==> src/rtl/usb_tx_pkg.sv <==
// usb_tx_pkg: shared types and constants for the USB transmit sequencer.
//   tx_state_e      - packet sequencer states
//   CRC16_INIT      - CRC16 register seed
//   CRC16_POLY_REFL - reflected CRC16 polynomial (x^16+x^15+x^2+1)
//   SYNC_DEFAULT    - SYNC byte, LSB-first 00000001 on the wire
package usb_tx_pkg;

  typedef enum logic [3:0] {
    IDLE, SYNC, PID, DATA, CRC_LO, CRC_HI, EOP_CLR, EOP_RUN, DONE
  } tx_state_e;

  localparam logic [15:0] CRC16_INIT      = 16'hFFFF;
  localparam logic [15:0] CRC16_POLY_REFL = 16'hA001;
  localparam logic [7:0]  SYNC_DEFAULT    = 8'h80;

endpackage

==> src/rtl/usb_crc16_byte.sv <==
// usb_crc16_byte: combinational one-byte CRC16 step, LSB-first, reflected poly.
// Only built when USB_TX_CRC16_EN is defined; the state register lives in the
// sequencer.
//   crc_in  [15:0] current CRC register
//   data    [7:0]  byte being transmitted
//   crc_out [15:0] CRC after absorbing data
`ifdef USB_TX_CRC16_EN
module usb_crc16_byte
  import usb_tx_pkg::*;
(
  input  logic [15:0] crc_in,
  input  logic [7:0]  data,
  output logic [15:0] crc_out
);

  logic [15:0] c;

  always_comb begin
    c = crc_in ^ {8'h00, data};
    for (int i = 0; i < 8; i++)
      c = c[0] ? ((c >> 1) ^ CRC16_POLY_REFL) : (c >> 1);
    crc_out = c;
  end

endmodule
`endif

==> src/rtl/usb_tx_sequencer.sv <==
// usb_tx_sequencer: packet-level USB TX controller.
// Sends SYNC, PID, LEN data bytes from a show-ahead FIFO, optional CRC16,
// then drives the EOP generator and reports completion.
// Build option: USB_TX_CRC16_EN adds the CRC_LO/CRC_HI bytes and CRC logic.
// Ports:
//   clk, n_rst                    clock, async active-low reset
//   tx_start/tx_pid/tx_len        packet request (sampled in IDLE only)
//   fifo_data/fifo_empty/fifo_rd  TX FIFO head, empty flag, pop strobe
//   byte_out/byte_valid/byte_ready byte handshake to the shifter
//   eop_sel/eop_clear/eop_done    EOP generator control
//   tx_busy/tx_done/tx_error      status (done/error are one-cycle pulses)
module usb_tx_sequencer
  import usb_tx_pkg::*;
#(
  parameter int          LEN_W     = 7,
  parameter logic [7:0]  SYNC_BYTE = SYNC_DEFAULT
) (
  input  logic             clk,
  input  logic             n_rst,
  input  logic             tx_start,
  input  logic [3:0]       tx_pid,
  input  logic [LEN_W-1:0] tx_len,
  input  logic [7:0]       fifo_data,
  input  logic             fifo_empty,
  output logic             fifo_rd,
  output logic [7:0]       byte_out,
  output logic             byte_valid,
  input  logic             byte_ready,
  output logic             eop_sel,
  output logic             eop_clear,
  input  logic             eop_done,
  output logic             tx_busy,
  output logic             tx_done,
  output logic             tx_error
);

  tx_state_e        state;
  logic [3:0]       pid_q;
  logic [LEN_W-1:0] len_q;
  logic [LEN_W-1:0] cnt_q;
  logic             last_data;

`ifdef USB_TX_CRC16_EN
  localparam tx_state_e AFTER_DATA = CRC_LO;
  logic [15:0] crc_q;
  logic [15:0] crc_nxt;

  usb_crc16_byte u_crc (
    .crc_in  (crc_q),
    .data    (fifo_data),
    .crc_out (crc_nxt)
  );
`else
  localparam tx_state_e AFTER_DATA = EOP_CLR;
`endif

  assign last_data = (cnt_q == len_q - LEN_W'(1));

  // Outputs decode from the state register only, except in DATA where the
  // FIFO head is forwarded straight through (show-ahead) and the pop strobe
  // must coincide with the shifter accepting the byte.
  always_comb begin
    byte_out   = 8'h00;
    byte_valid = 1'b0;
    fifo_rd    = 1'b0;
    eop_sel    = 1'b0;
    eop_clear  = 1'b0;
    tx_done    = 1'b0;
    tx_error   = 1'b0;
    tx_busy    = (state != IDLE);
    case (state)
      SYNC: begin
        byte_out   = SYNC_BYTE;
        byte_valid = 1'b1;
      end
      PID: begin
        byte_out   = {~pid_q, pid_q};
        byte_valid = 1'b1;
      end
      DATA: begin
        byte_out   = fifo_data;
        byte_valid = !fifo_empty;
        fifo_rd    = !fifo_empty && byte_ready;
        tx_error   = fifo_empty;
      end
`ifdef USB_TX_CRC16_EN
      CRC_LO: begin
        byte_out   = ~crc_q[7:0];
        byte_valid = 1'b1;
      end
      CRC_HI: begin
        byte_out   = ~crc_q[15:8];
        byte_valid = 1'b1;
      end
`endif
      EOP_CLR: eop_clear = 1'b1;
      EOP_RUN: eop_sel   = 1'b1;
      DONE:    tx_done   = 1'b1;
      default: ;
    endcase
  end

  always_ff @(posedge clk or negedge n_rst) begin
    if (!n_rst) begin
      state <= IDLE;
      pid_q <= '0;
      len_q <= '0;
      cnt_q <= '0;
`ifdef USB_TX_CRC16_EN
      crc_q <= CRC16_INIT;
`endif
    end else begin
      case (state)
        IDLE: if (tx_start) begin
          pid_q <= tx_pid;
          len_q <= tx_len;
          cnt_q <= '0;
`ifdef USB_TX_CRC16_EN
          crc_q <= CRC16_INIT;
`endif
          state <= SYNC;
        end
        SYNC: if (byte_ready) state <= PID;
        PID:  if (byte_ready) state <= (len_q != '0) ? DATA : AFTER_DATA;
        DATA: begin
          // Underrun: abort the packet but still close it with an EOP.
          if (fifo_empty) state <= EOP_CLR;
          else if (byte_ready) begin
            cnt_q <= cnt_q + LEN_W'(1);
`ifdef USB_TX_CRC16_EN
            crc_q <= crc_nxt;
`endif
            if (last_data) state <= AFTER_DATA;
          end
        end
`ifdef USB_TX_CRC16_EN
        CRC_LO: if (byte_ready) state <= CRC_HI;
        CRC_HI: if (byte_ready) state <= EOP_CLR;
`endif
        EOP_CLR: state <= EOP_RUN;
        EOP_RUN: if (eop_done) state <= DONE;
        DONE:    state <= IDLE;
        default: state <= IDLE;
      endcase
    end
  end

endmodule

==> config.mk <==
export PLATFORM = sky130hd
export DESIGN_NAME = usb_tx_sequencer
export DESIGN_NICKNAME = d
export VERILOG_FILES = /design/src/rtl/usb_tx_pkg.sv /design/src/rtl/usb_crc16_byte.sv /design/src/rtl/usb_tx_sequencer.sv
export SDC_FILE = /design/constraint.sdc
export NUM_CORES = 1
export LEC_CHECK = 0
export BUFFER_PORTS_ARGS = -buffer_cell sky130_fd_sc_hd__clkbuf_2
export CORE_UTILIZATION = 56
export CTS_CLUSTER_DIAMETER = 80
export DETAILED_ROUTE_END_ITERATION = 10
export PLACE_DENSITY = 0.84
export SKIP_CTS_REPAIR_TIMING = 1
export SYNTH_ARGS = -nofsm -noshare
export SYNTH_HDL_FRONTEND = slang
export SYNTH_SLANG_ARGS = --single-unit
==> constraint.sdc <==
create_clock -name clk -period 3.3 [get_ports clk]
set_clock_uncertainty 0.2 [all_clocks]
set_input_delay 0.165 -clock clk [delete_from_list [all_inputs] [get_ports clk]]
set_output_delay 0.165 -clock clk [all_outputs]
set_load 0.05 [all_outputs]
# After elaboration in Yosys (flattened, before gate mapping)
# Index checks and enable logic that the tools add are counted.
dict set report classes {
  addsub 2
  eq_ne 15
  mux 20
  bitwise 1
  reduce_logical 10
}
# op count
set ops {}
lappend ops {{two-way mux 4 bit} 7}
lappend ops {{case mux 4 bit (6 select lines)} 1}
lappend ops {{case mux 8 bit (3 select lines)} 1}
lappend ops {{two-way mux 7 bit} 3}
lappend ops {{case mux 7 bit (2 select lines)} 1}
lappend ops {{!= test 2 bit, second input constant} 6}
lappend ops {{== test 4 x 2 -> 1 bit, second input constant} 2}
lappend ops {{== test 4 x 3 -> 1 bit, second input constant} 2}
lappend ops {{adder 7 x 1 -> 7 bit, second input constant} 1}
lappend ops {{== test 7 bit} 1}
lappend ops {{nonzero test 7 bit} 1}
lappend ops {{subtractor 7 x 1 -> 7 bit, second input constant} 1}
lappend ops {{!= test 3 bit, second input constant} 2}
lappend ops {{AND reduction 6 bit} 1}
lappend ops {{two-way mux 1 bit} 5}
lappend ops {{== test 4 x 1 -> 1 bit, second input constant} 1}
lappend ops {{== test 4 bit, second input constant} 1}
lappend ops {{logical NOT 4 bit} 1}
lappend ops {{NOT 4 bit} 1}
lappend ops {{AND reduction 4 bit} 1}
lappend ops {{nonzero test 4 bit} 1}
lappend ops {{two-way mux 3 bit} 1}
lappend ops {{case mux 1 bit (2 select lines)} 1}
lappend ops {{AND reduction 2 bit} 1}
lappend ops {{other kinds (4)} 4}
dict set report totals {
  ff_bits 22
  input_bits 25
  wordCells 52
}

# Longest topological paths before layout
# Gate-level depths: netlist of run 1.
dict set report logic_depth {
  word_depth 6
  ltp_mapped 7
}

# Worst setup path after synthesis of run 1
# No wires, ideal clock.
dict set report synth_path {
  path_kind {register -> output}
  start {register state[0]}
  end {output tx_done}
  arrival_ns 2.530
  t_required_ns 2.935
  slack_ns 0.405
  stages_incl_launch_ff 5
  path_buffers 3
  path_cell_list {dfrtp_1 > buf_6 > clkbuf_1 > buf_2 > nor4b_1}
}
dict set report synth_between {
  elab_chain_len 2
}
# item line_no
set synth_lines {}
lappend synth_lines {{from (decl)} usb_tx_sequencer.sv:37} ;# tx_state_e state;
lappend synth_lines {{from (signal assigned)} usb_tx_sequencer.sv:124} ;# PID: if (byte_ready) state <= (len_q != '0) ? DATA : AFTER_DATA;
lappend synth_lines {{== test 4 bit} usb_tx_sequencer.sv:71} ;# case (state)
lappend synth_lines {{two-way mux 1 bit} usb_tx_sequencer.sv:71}
lappend synth_lines {{to (decl)} usb_tx_sequencer.sv:33} ;# output logic tx_done,
# No other way between the ends.

# Final worst setup path of run 1
dict set report layout_path {
  start {register state[1]}
  end {output fifo_rd}
}
dict set report layout_between {
  elab_chain_len 2
}
# item line_no
set layout_lines {}
lappend layout_lines {{== test 4 x 2 -> 1 bit} usb_tx_sequencer.sv:71}
lappend layout_lines {{two-way mux 1 bit} usb_tx_sequencer.sv:71}
lappend layout_lines {{to (decl)} usb_tx_sequencer.sv:25} ;# output logic fifo_rd,
# No other way between the ends.

==> results of run 1 <==
cell families (layout without fill, tap and decap cells):
family | after synthesis | count (layout)
AO/OA/AOI/OAI | 22 | 22
flip-flops | 22 | 22
adder cells (fa/ha/maj) | 3 | 3
multiplexers | 14 | 14
XOR/XNOR | 14 | 14
buffers and inverters | 13 | 60
AND/OR/NAND/NOR | 68 | 68
registers in the layout, indices dropped and copies added (netlist names):
| name | count |
|---|---|
| cnt_q | 7 |
| len_q | 7 |
| pid_q | 4 |
| state | 4 |
how the worst min path moves through the flow:
stage,to,slack [ns],depth (start not counted)
5_1_grt,state[1]$_DFFE_PN0P_,0.09,4
4_1_cts,len_q[1]$_DFFE_PN0P_,-0.38,1
3_3_place_gp,cnt_q[0]$_DFFE_PN0P_,-0.04,1
2_1_floorplan,cnt_q[0]$_DFFE_PN0P_,-0.33,0
3_5_place_dp,cnt_q[1]$_DFFE_PN0P_,-0.03,1
6_report,state[0]$_DFFE_PN0P_,0.07,4
metrics by stage:
step	cells	instance area [sq um]	total power, mW
finish	233	1829	1.842
global route	233	1829	1.951
CTS	220	1699	1.814
detailed placement	216	1647	1.603
global placement	216	1647	1.555
floorplan	156	1473	1.422
report_power, final:
| group | leakage, nW | switching [mW] | total (mW) | internal, mW |
|---|---|---|---|---|
| logic | 0.560 | 0.655 | 1.06 | 0.408 |
| registers | 0.278 | 0.195 | 0.569 | 0.374 |
| clock network | 0.0279 | 0.0864 | 0.209 | 0.123 |
worst max-delay path, stage by stage, from the launching register on:
cell,delay (ns)
dfrtp_1,0.61
or3b_1,0.55
nor3b_4,0.30
and2_1,0.22
clkbuf_2,0.29
Yosys cell counts, types with 2 or more instances:
master,count,share of area [%]
xor2_1,6,3.6
nand3b_1,2,1.0
nand3_1,5,1.7
inv_1,4,1.0
buf_6,2,1.5
nand2b_1,4,1.7
o21ai_0,3,1.0
or4_1,2,1.0
nor2b_1,2,0.85
nor3_1,5,1.7
buf_2,5,1.7
ha_1,3,2.5
nor3b_1,2,1.0
mux2i_1,4,2.7
nand2_1,7,1.8
a221oi_1,2,1.2
mux2_2,10,7.6
a21oi_1,5,1.7
and3_1,2,0.85
xnor2_1,8,4.8
nor2_1,24,6.1
nor4bb_1,2,1.4
dfrtp_1,22,37
routing by layer:
| metal | share of wire, % | GRT usage (%) | up-vias |
|---|---|---|---|
| met5 | 0 | 0 | - |
| met4 | 2.4 | 11.40 | 0 |
| met3 | 3.6 | 3.161 | 11 |
| met2 | 52 | 38.75 | 33 |
| met1 | 42 | 28.29 | 677 |
| li1 | - | - | 649 |
layout make-up:
type | count | area (sq um)
sequential | 22 | 550.5
multi-input combinational | 121 | 848.3
inverter | 4 | 15.01
timing repair buffer | 52 | 325.3
fill | 181 | 648.1
clock buffer | 3 | 22.52
clock inverter | 1 | 30.03
tap | 30 | 37.54
==> impl_metrics.ini, run 1 <==
[floorplan]
core_sq_mm = 0.002477
initial_core_util_pct = 59.44
die_area_sq_mm = 0.002839
io_pins = 40
die_h_um = 53.28
core.rowCount = 18
die_w_um = 53.28

[outcome]
status = completed

[yosys]
syn_nets = 184
yosysUniqueCellTypes = 48
synthAdderAreaFrac_pct = 2.549
syn_area_sq_mm = 0.001473
seq_area_frac_synth_pct = 37.38
syn_inst = 156
synth_compound_area_share_pct = 10.54
ys_ff_latch = 22
avgSynthCellArea_sq_um = 9.440
yosys.area_share.simple_pct = 25.83
ys_async_sr_fraction_pct = 100.0
synth_flop_cell = dfrtp_1
ys_warn_count = 0
synth_edf_count = 0
synth_mux_area_share_pct = 10.37
synth_top_family_by_area = simple AND/OR/NAND/NOR gates
synth_xor_area_share_pct = 8.326

[clock_network]
cts.clk_slew.worst_paths_ns = 0.13
clock_latency_ns = 0.32
cts_root_buf = clkbuf_4
clkSinkCount = 22
h-tree-depth = 1
cts.path.max_buffers = 2
cts_buffers = 3
cts_tree = done

[routing]
drt_iter0_drc = 21
wl_per_cell_um = 15.09
via_per_inst = 5.880
dr_total_vias = 1370
drc = 0
antenna_left = 0
routed_wl_um = 3516
first_pass_iters = 4

[placed_design]
dp_hpwl_um = 2399
gp_congestion = 0.8544
io_buffer_count = 39
place_ws_ns = 0.9546

[hold_path]
worstHoldStart = fifo_empty
holdCritPathClass = primary input to flip-flop

[sta]
finalMaxSlewViolations = 0
grt_setup_unrepaired = no
setup_viol = 0
tightest_slew_ns = 0.8274
final.period_utilization_pct = 80.88
max-slew-margin-rel_pct = 44.84
setup_slack_ns = 0.6309
whs_ns = 0.06978
fin_crit_ns = 2.669
max_freq_mhz = 374.7
finalHoldViolations = 0
setup-tns-final_ns = 0

[worst_setup_path]
endpoint_kind = output port
path_max_fanout = 15
critPathCapture = fifo_rd
path_class = flip-flop to output port
reg2reg_from = state[0]$_DFFE_PN0P_
worstPathRequired_ns = 2.93
cp.arrival_ns = 2.30
reg2reg_to = state[2]$_DFFE_PN0P_
start_kind = flip-flop
r2r_cells = 5
cp-startpoint = state[1]$_DFFE_PN0P_
reg2reg_setup_slack_ns = 0.88

[cells_and_area]
final_util_pct = 73.84
drive_above_1_share_pct = 27.59
area_growth_pct = 24.21
diodes = 0
layout_commonest_cell = clkbuf_2
layout_common_cells = clkbuf_2 (39), nor2_1 (24), dfrtp_1 (22)
nNetsFinal = 232

[flow_run]
maxCapViolCount = 0

[global_routing]
overflow = 0
track_usage_pct = 22.99
grt_pass1_wl_um = 4643
antenna_found_initial = 0
grt_pass1_vias = 1063
grt_start_max_net_pins = 29

[power_and_ir_drop]
power.leakage_nw = 0.8659
ir_drop_v = 0.0008828
p_per_area_mw_per_mm2 = 1007
No activity file was read; power rests on OpenSTA's default activity.
==> run 2, diff against run 1 <==
- ABC_AREA: default -> 1
- CORE_UTILIZATION: 56 -> 47
- PLACE_DENSITY: 0.84 -> 0.75
- clock period: 3.3 -> 2.15 ns (I/O delays scaled with it)
==> impl_metrics.ini, run 2 <==
[cells_and_area]
design_area_sq_mm = 0.001939
layout_commonest_cell = nand2_1
top_regs = cnt_q: 7 flops, len_q: 7 flops
final_util_pct = 63.52
area_growth_pct = 27.89
nNetsFinal = 296
drive_above_1_share_pct = 25.56
diodes = 0
layout_common_cells = nand2_1 (70), clkbuf_2 (37), inv_1 (25)

[clock_network]
cts_buffers = 3
cts_root_buf = clkbuf_4
clkSinkCount = 22
clock_latency_ns = 0.31
cts.clk_slew.worst_paths_ns = 0.11
h-tree-depth = 1
cts_tree = done
cts.path.max_buffers = 2

[yosys]
synth_common_cells = nand2_1 (71), inv_1 (26), dfrtp_1 (22), nand3_1 (17), nor2_1 (15)
ys_warn_count = 0
yosys-top-cells-area = dfrtp_1 (36%), nand2_1 (18%), inv_1 (6.4%), nand3_1 (5.6%), nor2_1 (3.7%)
synth.most_common_cell = nand2_1
syn_inst = 211
synth_xor_area_share_pct = 3.465
synth_edf_count = 0
synth_top_family_by_area = simple AND/OR/NAND/NOR gates
seq_area_frac_synth_pct = 36.30
ys_async_sr_fraction_pct = 100.0
synthAdderAreaFrac_pct = 2.475
synth_mux_area_share_pct = 0
ys_ff_latch = 22
yosysUniqueCellTypes = 31
syn_nets = 239
avgSynthCellArea_sq_um = 7.187
synth_compound_area_share_pct = 12.29
yosys.area_share.simple_pct = 37.29
synth_top_area_share_pct = 36.30
synth_flop_cell = dfrtp_1
synth.largest_area_cell = dfrtp_1
syn_area_sq_mm = 0.001516

[placed_design]
io_buffer_count = 39
place_ws_ns = 0.2420
gp_congestion = 0.8733
place_area_sq_mm = 0.001775
dp_hpwl_um = 2665

[sta]
finalMaxSlewViolations = 0
setup_viol = 0
fin_crit_ns = 2.038
max_freq_mhz = 490.6
finalHoldViolations = 3
tightest_slew_ns = 0.5442
setup_slack_ns = 0.1117
whs_ns = -0.008158
final.period_utilization_pct = 94.80
max-slew-margin-rel_pct = 63.72

[worst_setup_path]
cpPeakStageDelay_ns = 0.46
start_kind = flip-flop
path_class = flip-flop to output port
cp.arrival_ns = 1.73
worstPathRequired_ns = 1.84
slowest_stage = dfrtp_1
crit_buf_inv = 3
critical-path-top-delay-family = buffers and inverters
crit_chain = inv_1 -> nor2_1 -> nand2_2 -> inv_2 -> a22o_1 -> clkbuf_2
path_max_fanout = 8
endpoint_kind = output port

[power_and_ir_drop]
clkPwrFrac_pct = 6.7
switching_share_pct = 57.97
ir_drop_v = 0.001002
power_frac_seq_pct = 25.1
power_mw = 2.824
p_per_area_mw_per_mm2 = 1456
switchingPower_mw = 1.637
intPower_mw = 1.187
power.leakage_nw = 1.019
comb_power_share_pct = 68.2

[floorplan]
die_h_um = 58.80
core.rowCount = 20
die_w_um = 58.80
io_pins = 40
core_sq_mm = 0.003053
initial_core_util_pct = 49.67
die_area_sq_mm = 0.003457

[routing]
antenna_left = 0
wl_per_cell_um = 10.98
routed_wl_um = 3403
via_per_inst = 4.784
dr_total_vias = 1483
drc = 0
drt_iter0_drc = 45
first_pass_iters = 4

[global_routing]
grt_start_max_net_pins = 23
track_usage_pct = 20.96
antenna_found_initial = 0
grt_pass1_vias = 1234
grt_pass1_wl_um = 5499
overflow = 0

[outcome]
status = complete, but fails checks
violations = hold timing

[hold_path]
holdCritPathClass = primary input to flip-flop

[flow_run]
maxCapViolCount = 0
## run 2: changes by cell type after synthesis, sizes merged, moves of 3 or more
| cell | change |
|---|---|
| nor2 | -6 |
| xnor2 | -5 |
| o21ai | +11 |
| buf | -7 |
| mux2 | -10 |
| a21oi | -4 |
| inv | +27 |
| nor3 | -3 |
| xor2 | -3 |
| nand2 | +70 |
| nand3 | +13 |
| a22o | +3 |
| nand2b | -4 |
| mux2i | -4 |
## run 2: final cells by class
class                      instances  area (sq um)
clock buffer                       3         22.52
fill                             294          1114
inverter                          31         118.9
multi-input combinational        157         853.3
sequential                        22         550.5
tap                               44         55.05
timing repair buffer              53         339.1
## run 2: logic make-up after synthesis
logic type | after synthesis
xor gates and xnor gates | 6
and+or+nand+nor | 122
buffers and inverters | 32
AOI/OAI and AO/OA | 26
DFF | 22
adders and majority gates | 3
## run 2: final timing paths
check / from / endpoint / slack [ns] / cells after the start
min in group asynchronous: n_rst / len_q[4]$_DFFE_PN0P_ / 0.09 / 2
setup / recovery: state[1]$_DFFE_PN0P_ / byte_out[0] / 0.11 / 6
hold reg to reg: pid_q[0]$_DFFE_PN0P_ / pid_q[0]$_DFFE_PN0P_ / 0.30 / 2
max in group asynchronous: n_rst / cnt_q[1]$_DFFE_PN0P_ / 1.29 / 2
setup reg to reg: len_q[0]$_DFFE_PN0P_ / state[1]$_DFFE_PN0P_ / 0.22 / 10
hold / removal: tx_start / pid_q[0]$_DFFE_PN0P_ / -0.008 / 5
## run 2: worst register-to-register path, cell delays in order, from the launching register on
cell and delay (ns):
dfrtp_1 0.40, inv_1 0.17, ha_1 0.25, nand2_1 0.10, and2_0 0.16, nor2_1 0.09
nand3_1 0.12, o21bai_4 0.19, nand2_4 0.06, nand2_1 0.05, nand2_1 0.05
## run 2: power groups by stage
stage	registers (mW)	logic, mW	clock network (mW)
global placement	0.719	1.87	0
detailed placement	0.720	1.89	0
CTS	0.710	1.89	0.200
finish	0.709	1.93	0.190
floorplan	0.681	1.53	0
global route	0.728	2.14	0.212
## run 2: layer usage
metal / up-vias / wire, um / track usage (%)
met3: 6 / 97 / 1.978
met4: 0 / 54 / 8.163
met2: 29 / 1603 / 32.47
li1: 785 / - / -
met1: 663 / 1648 / 30.25
met5: - / 0 / 0
## run 2: metrics by stage
stage	instances	setup TNS [ns]	hold slack (ns)
2_1_floorplan	211	-0.1102	-0.3881
5_1_grt	310	-0.003637	0.01385
6_report	310	0	-0.008158
3_5_place_dp	294	0	-0.07746
3_3_place_gp	294	0	-0.07817
4_1_cts	297	-0.04773	-0.4309
